===== src/rtl/pwm_regbank_pkg.sv =====
// pwm_regbank_pkg: shared address-map offsets, CTRL bit positions and channel FSM states
package pwm_regbank_pkg;
   localparam int STRIDE = 4;
   localparam int OFS_B0 = 0;
   localparam int OFS_B1 = 1;
   localparam int OFS_B2 = 2;
   localparam int OFS_COMMIT = 3;
   localparam int CTRL_COMMIT_ALL_BIT = 0;
   localparam int CTRL_IMM_BIT = 1;
   typedef enum logic {IDLE, PENDING} ch_state_e;
endpackage


===== src/rtl/pwm_shadow_ch.sv =====
// pwm_shadow_ch: one channel of scratch -> staged -> active compare shadowing
// Ports: byte_we/wdata load scratch bytes; commit snapshots scratch into staged;
// period_start or imm_mode applies staged to cmp; pending/update report status.
// Optional macro PWM_CMP_CLAMP_EN clamps staged to [CMP_MIN, CMP_MAX] and adds clamp_hit.
module pwm_shadow_ch
   import pwm_regbank_pkg::*;
#(
   parameter int PWMWIDTH = 19,
   parameter logic [PWMWIDTH-1:0] RESET_CMP = PWMWIDTH'(19'h50001)
`ifdef PWM_CMP_CLAMP_EN
   ,
   parameter logic [PWMWIDTH-1:0] CMP_MIN = '0,
   parameter logic [PWMWIDTH-1:0] CMP_MAX = '1
`endif
)(
   input  logic                clk1d,
   input  logic                rst,
   input  logic [2:0]          byte_we,
   input  logic [7:0]          wdata,
   input  logic                commit,
   input  logic                imm_mode,
   input  logic                period_start,
   output logic [PWMWIDTH-1:0] cmp,
   output logic                pending,
   output logic                update
`ifdef PWM_CMP_CLAMP_EN
   ,
   output logic                clamp_hit
`endif
);
   logic [PWMWIDTH-1:0] scratch, scratch_d, staged, staged_d;
   ch_state_e state, state_d;
   logic apply, applied;
   for (genvar i = 0; i < PWMWIDTH; i++) begin : g_bit
      assign scratch_d[i] = byte_we[i/8] ? wdata[i%8] : scratch[i];
   end
`ifdef PWM_CMP_CLAMP_EN
   logic clamp_d;
   assign clamp_d = scratch < CMP_MIN || scratch > CMP_MAX;
   assign staged_d = scratch < CMP_MIN ? CMP_MIN : scratch > CMP_MAX ? CMP_MAX : scratch;
`else
   assign staged_d = scratch;
`endif
   // a boundary only ever applies what was staged before this cycle; a
   // simultaneous commit keeps the channel pending for the next boundary
   always_comb begin
      apply = state == PENDING && (period_start || imm_mode);
      state_d = commit ? PENDING : apply ? IDLE : state;
   end
   always_ff @(posedge clk1d or posedge rst)
      if (rst) state <= IDLE;
      else state <= state_d;
   assign pending = state == PENDING;
   always_ff @(posedge clk1d or posedge rst)
      if (rst) begin
         scratch <= RESET_CMP;
         staged <= RESET_CMP;
         cmp <= RESET_CMP;
         applied <= 1'b0;
         update <= 1'b0;
`ifdef PWM_CMP_CLAMP_EN
         clamp_hit <= 1'b0;
`endif
      end else begin
         scratch <= scratch_d;
         applied <= apply;
         update <= applied;
         if (commit) staged <= staged_d;
         if (apply) cmp <= staged;
`ifdef PWM_CMP_CLAMP_EN
         if (commit) clamp_hit <= clamp_d;
`endif
      end
endmodule


===== src/rtl/pwm_regbank.sv =====
// pwm_regbank: multi-channel compare register bank between i2cregif and the PWM cores
// Ports: reg_addr/reg_data/reg_valid byte-write bus; period_start per-channel boundary;
// cmp_out packed active compares; pending/update per-channel status; addr_err unmapped write.
// Optional macro PWM_CMP_CLAMP_EN adds commit-time clamping and the clamp_hit output.
module pwm_regbank
   import pwm_regbank_pkg::*;
#(
   parameter int NCH = 2,
   parameter int PWMWIDTH = 19,
   parameter int REGBITS = 4,
   parameter logic [PWMWIDTH-1:0] RESET_CMP = PWMWIDTH'(19'h50001)
`ifdef PWM_CMP_CLAMP_EN
   ,
   parameter logic [PWMWIDTH-1:0] CMP_MIN = '0,
   parameter logic [PWMWIDTH-1:0] CMP_MAX = '1
`endif
)(
   input  logic                    clk1d,
   input  logic                    rst,
   input  logic [REGBITS-1:0]      reg_addr,
   input  logic [7:0]              reg_data,
   input  logic                    reg_valid,
   input  logic [NCH-1:0]          period_start,
   output logic [NCH*PWMWIDTH-1:0] cmp_out,
   output logic [NCH-1:0]          pending,
   output logic [NCH-1:0]          update,
   output logic                    addr_err
`ifdef PWM_CMP_CLAMP_EN
   ,
   output logic [NCH-1:0]          clamp_hit
`endif
);
   localparam logic [REGBITS-1:0] CTRL = REGBITS'(STRIDE*NCH);
   logic ctrl_wr, commit_all, imm_mode;
   assign ctrl_wr = reg_valid && reg_addr == CTRL;
   assign commit_all = ctrl_wr && reg_data[CTRL_COMMIT_ALL_BIT];
   // imm_mode is registered, so a CTRL write that sets it together with
   // commit-all governs the apply one cycle later
   always_ff @(posedge clk1d or posedge rst)
      if (rst) begin
         imm_mode <= 1'b0;
         addr_err <= 1'b0;
      end else begin
         addr_err <= reg_valid && reg_addr > CTRL;
         if (ctrl_wr) imm_mode <= reg_data[CTRL_IMM_BIT];
      end
   for (genvar c = 0; c < NCH; c++) begin : g_ch
      logic [2:0] byte_we;
      logic commit;
      assign byte_we[0] = reg_valid && reg_addr == REGBITS'(STRIDE*c + OFS_B0);
      assign byte_we[1] = reg_valid && reg_addr == REGBITS'(STRIDE*c + OFS_B1);
      assign byte_we[2] = reg_valid && reg_addr == REGBITS'(STRIDE*c + OFS_B2);
      assign commit = commit_all || (reg_valid && reg_addr == REGBITS'(STRIDE*c + OFS_COMMIT));
      pwm_shadow_ch #(
         .PWMWIDTH(PWMWIDTH),
         .RESET_CMP(RESET_CMP)
`ifdef PWM_CMP_CLAMP_EN
         ,
         .CMP_MIN(CMP_MIN),
         .CMP_MAX(CMP_MAX)
`endif
      ) u_ch (
         .clk1d(clk1d),
         .rst(rst),
         .byte_we(byte_we),
         .wdata(reg_data),
         .commit(commit),
         .imm_mode(imm_mode),
         .period_start(period_start[c]),
         .cmp(cmp_out[c*PWMWIDTH +: PWMWIDTH]),
         .pending(pending[c]),
         .update(update[c])
`ifdef PWM_CMP_CLAMP_EN
         ,
         .clamp_hit(clamp_hit[c])
`endif
      );
   end
endmodule


===== config.mk =====
export PLATFORM = sky130hd
export DESIGN_NAME = pwm_regbank
export DESIGN_NICKNAME = d
export VERILOG_FILES = /design/src/rtl/pwm_regbank_pkg.sv /design/src/rtl/pwm_shadow_ch.sv /design/src/rtl/pwm_regbank.sv
export SDC_FILE = /design/constraint.sdc
export NUM_CORES = 1
export LEC_CHECK = 0
export ABC_AREA = 1
export BUFFER_PORTS_ARGS = -buffer_cell sky130_fd_sc_hd__buf_2
export CORE_ASPECT_RATIO = 0.6
export CORE_UTILIZATION = 45
export CTS_CLUSTER_DIAMETER = 80
export DETAILED_ROUTE_END_ITERATION = 10
export GPL_ROUTABILITY_DRIVEN = 0
export HOLD_SLACK_MARGIN = 0.12
export RECOVER_POWER = 100
export SETUP_SLACK_MARGIN = 0.5
export SLEW_MARGIN = 10
export SYNTH_ARGS = -nofsm -noshare
export SYNTH_HDL_FRONTEND = slang
export SYNTH_SLANG_ARGS = --single-unit

===== constraint.sdc =====
create_clock -name clk1d -period 8.5 [get_ports clk1d]
set_clock_uncertainty 0.05 [all_clocks]
set_input_delay 2.125 -clock clk1d [delete_from_list [all_inputs] [get_ports clk1d]]
set_output_delay 2.125 -clock clk1d [all_outputs]
set_load 0.01 [all_outputs]

==> impl_metrics.toml <==
[critical_path]
slowest_stage = "clkbuf_1"
rrSetupSlack_ns = 6.20
timing.rr.start = "imm_mode$_DFFE_PP0P_"
end_kind = "flop"
critPathMaxFanout = 22
crit_arrival_ns = 4.87
crit_path_end = "g_ch[0].u_ch.staged[15]$_DFFE_PP0P_"
reg2regPathDepth = 4
cp-start-kind = "input pin"
crit_chain = "clkbuf_1 > nor2_1 > nand4_1 > clkbuf_1 > nand2_1 > nand2_1 > nand2_1"
critPathKind = "input pin to flop"
r2r_end = "g_ch[0].u_ch.pending$_DFFE_PP0P_"
cp-startpoint = "reg_addr[0]"
slowest_delay_ns = 0.75
crit_required_ns = 8.74
cpMostUsedCell = "nand2_1"

[detailed_routing]
dr.pass1.iters = 5
vias = 3472
ant_nets = 0
via_per_inst = 4.890
route.detailed.drc = 0
routed_wl_um = 10400
drtIter0Drc = 192
drt-wirelength-per-cell_um = 14.65

[sta]
tightest_slew_ns = 2.050
whs_ns = 0.2980
max_freq_mhz = 216.0
max-slew-margin-rel_pct = -37.41
hold_violations = 0
setup_tns_ns = 0
period_needed_ns = 4.630
drv_slew = 49
rsz0062_at_grt = "false"
min_period_over_period_pct = 54.47
setup_viol = 0

[min_path]
hold_class = "flop to flop"
hold_path_depth = 0

[clock_tree]
numCtsBuffers = 17
post_cts_resized = 0
cts_root_buffer = "clkbuf_16"
clk_path_buf_depth = 2
cts.sinks = 122
htreeDepth = 4
clk_pin_slew_ns = 0.06
postCtsSetupBuffers = 0
cts_tree = "built"
hold_buffers = 0
clock_latency_ns = 0.41

[outcome]
failed_checks = "max-capacitance violations, max-slew violations"
outcome = "finished with violations"

[floorplanning]
die_x_um = 134.7
die_height_um = 81.61
std_cell_rows = 28
io_pins = 60
die-area_um2 = 10990
coreArea_um2 = 10050
start_util_pct = 47.27

[final_layout]
design_area_um2 = 5605
nFillCells = 919
multi_input_area_um2 = 1369
areaGrowthSynthToFinish_pct = 17.93
nets = 579
antenna_cells = 0
drive_above_1_share_pct = 11.48
seqCellArea_um2 = 3075
utilization_pct = 55.75

[synth]
synth_top_flop_cell = "dfrtp_1"
synth-edff-count = 0
yosysMostFrequentCell = "nand2_1"
avgSynthCellArea_um2 = 9.375
ys_seq_area_share_pct = 64.70
synth_common_cells = "nand2_1 (234), dfrtp_1 (104), nand3_1 (41), o21ai_0 (39), inv_1 (26)"
netlist-cell-type-count = 24
synth_top_area_cell = "dfrtp_1"
syn_inst = 507
yosys_warnings = 0
synth_top_area_share_pct = 54.75
netlist_area_um2 = 4753
async_flop_share_pct = 100.0
synth.area.top_cells = "dfrtp_1 (55%), nand2_1 (18%), dfstp_2 (9.9%), nand3_1 (4.3%), o21ai_0 (4.1%)"
synthesis.nets = 524
ys_ff_latch = 122

[job]
drv_cap = 1

[placed_design]
portBuffers = 59
dpl_cell_area_um2 = 5094
place_hpwl_um = 6961

[pwr]
cellPowerDensity_nw_per_um2 = 341.0
vdd_ir_drop_max_v = 0.0001514
power_w = 0.001911
leakagePower_nw = 2.896

[grt]
track_usage_pct = 21.50
gr-total-overflow = 0
grt_antenna_before_repair = 0
grt_pass1_vias = 3537
grt_pass1_wl_um = 17670
grt_max_degree = 76
worst min-delay path by stage:
stage | startpoint | endpoint
global route | g_ch[0].u_ch.applied$_DFF_PP0_ | g_ch[0].u_ch.update$_DFF_PP0_
floorplan | g_ch[0].u_ch.applied$_DFF_PP0_ | g_ch[0].u_ch.update$_DFF_PP0_
detailed placement | g_ch[1].u_ch.applied$_DFF_PP0_ | g_ch[1].u_ch.update$_DFF_PP0_
CTS | g_ch[1].u_ch.applied$_DFF_PP0_ | g_ch[1].u_ch.update$_DFF_PP0_
global placement | g_ch[1].u_ch.applied$_DFF_PP0_ | g_ch[1].u_ch.update$_DFF_PP0_
finish | g_ch[1].u_ch.applied$_DFF_PP0_ | g_ch[1].u_ch.update$_DFF_PP0_
final cells by class:
type | instances | share of cell area, %
multi-input cells | 330 | 24.42
clock buffers | 25 | 9.196
clock inverters | 7 | 1.964
flip-flops and latches | 122 | 54.87
repair buffers | 63 | 4.643
well taps | 135 | 3.013
inverters | 28 | 1.897
metal layers:
layer  GRT usage, %  part of all wire, %
met3          4.938                  4.2
met1          30.61                   52
met2          31.44                   43
met5              0                    0
met4          10.00                 0.91
flip-flops by register name, indices dropped and copies added, names as in the netlist:
signal,flops
g_ch.u_ch.update,2
g_ch.u_ch.cmp,38
g_ch.u_ch.pending,2
addr_err,1
g_ch.u_ch.scratch,38
g_ch.u_ch.applied,2
g_ch.u_ch.staged,38
imm_mode,1
layout by cell type (no fill, tap or decap), types with 3 or more instances in the layout:
cell type  netlist  routed
clkbuf_8         0       6
dfstp_2         18      17
nand3_1         41      42
o21ai_0         39      40
dfrtp_1        104     104
bufinv_16        0       3
nor2_1           1       3
buf_2           14      16
clkbuf_1         5      48
clkbuf_16        0      17
inv_1           26      26
nand2_1        234     236
clkinv_2         0       4
where the power goes:
group | total [W] | switching (W) | internal (W)
Combinational | 0.000315 | 0.000204 | 0.000111
Clock | 0.000753 | 0.000247 | 0.000506
Sequential | 0.000844 | 0.0000876 | 0.000756
critical path: cells and delay by family:
kind / cells / cell delay [ns]
AND/OR/NAND/NOR: 5 / 1.79
buffers and inverters: 2 / 0.96
logic make-up (layout without fill, tap and decap cells):
group / Yosys count / in the layout / synth area share [%]
compound gates: 43 / 43 / 4.633
flops: 122 / 122 / 64.70
simple gates: 287 / 287 / 25.16
buf+inv: 55 / 123 / 5.501
stage by stage:
stage               cells  worst slack [ns]
floorplan             507             3.112
global placement      678             4.619
detailed placement    678             4.561
CTS                   710             4.985
global route          710             3.588
finish                710             3.870
No activity file was read; power rests on OpenSTA's default activity.
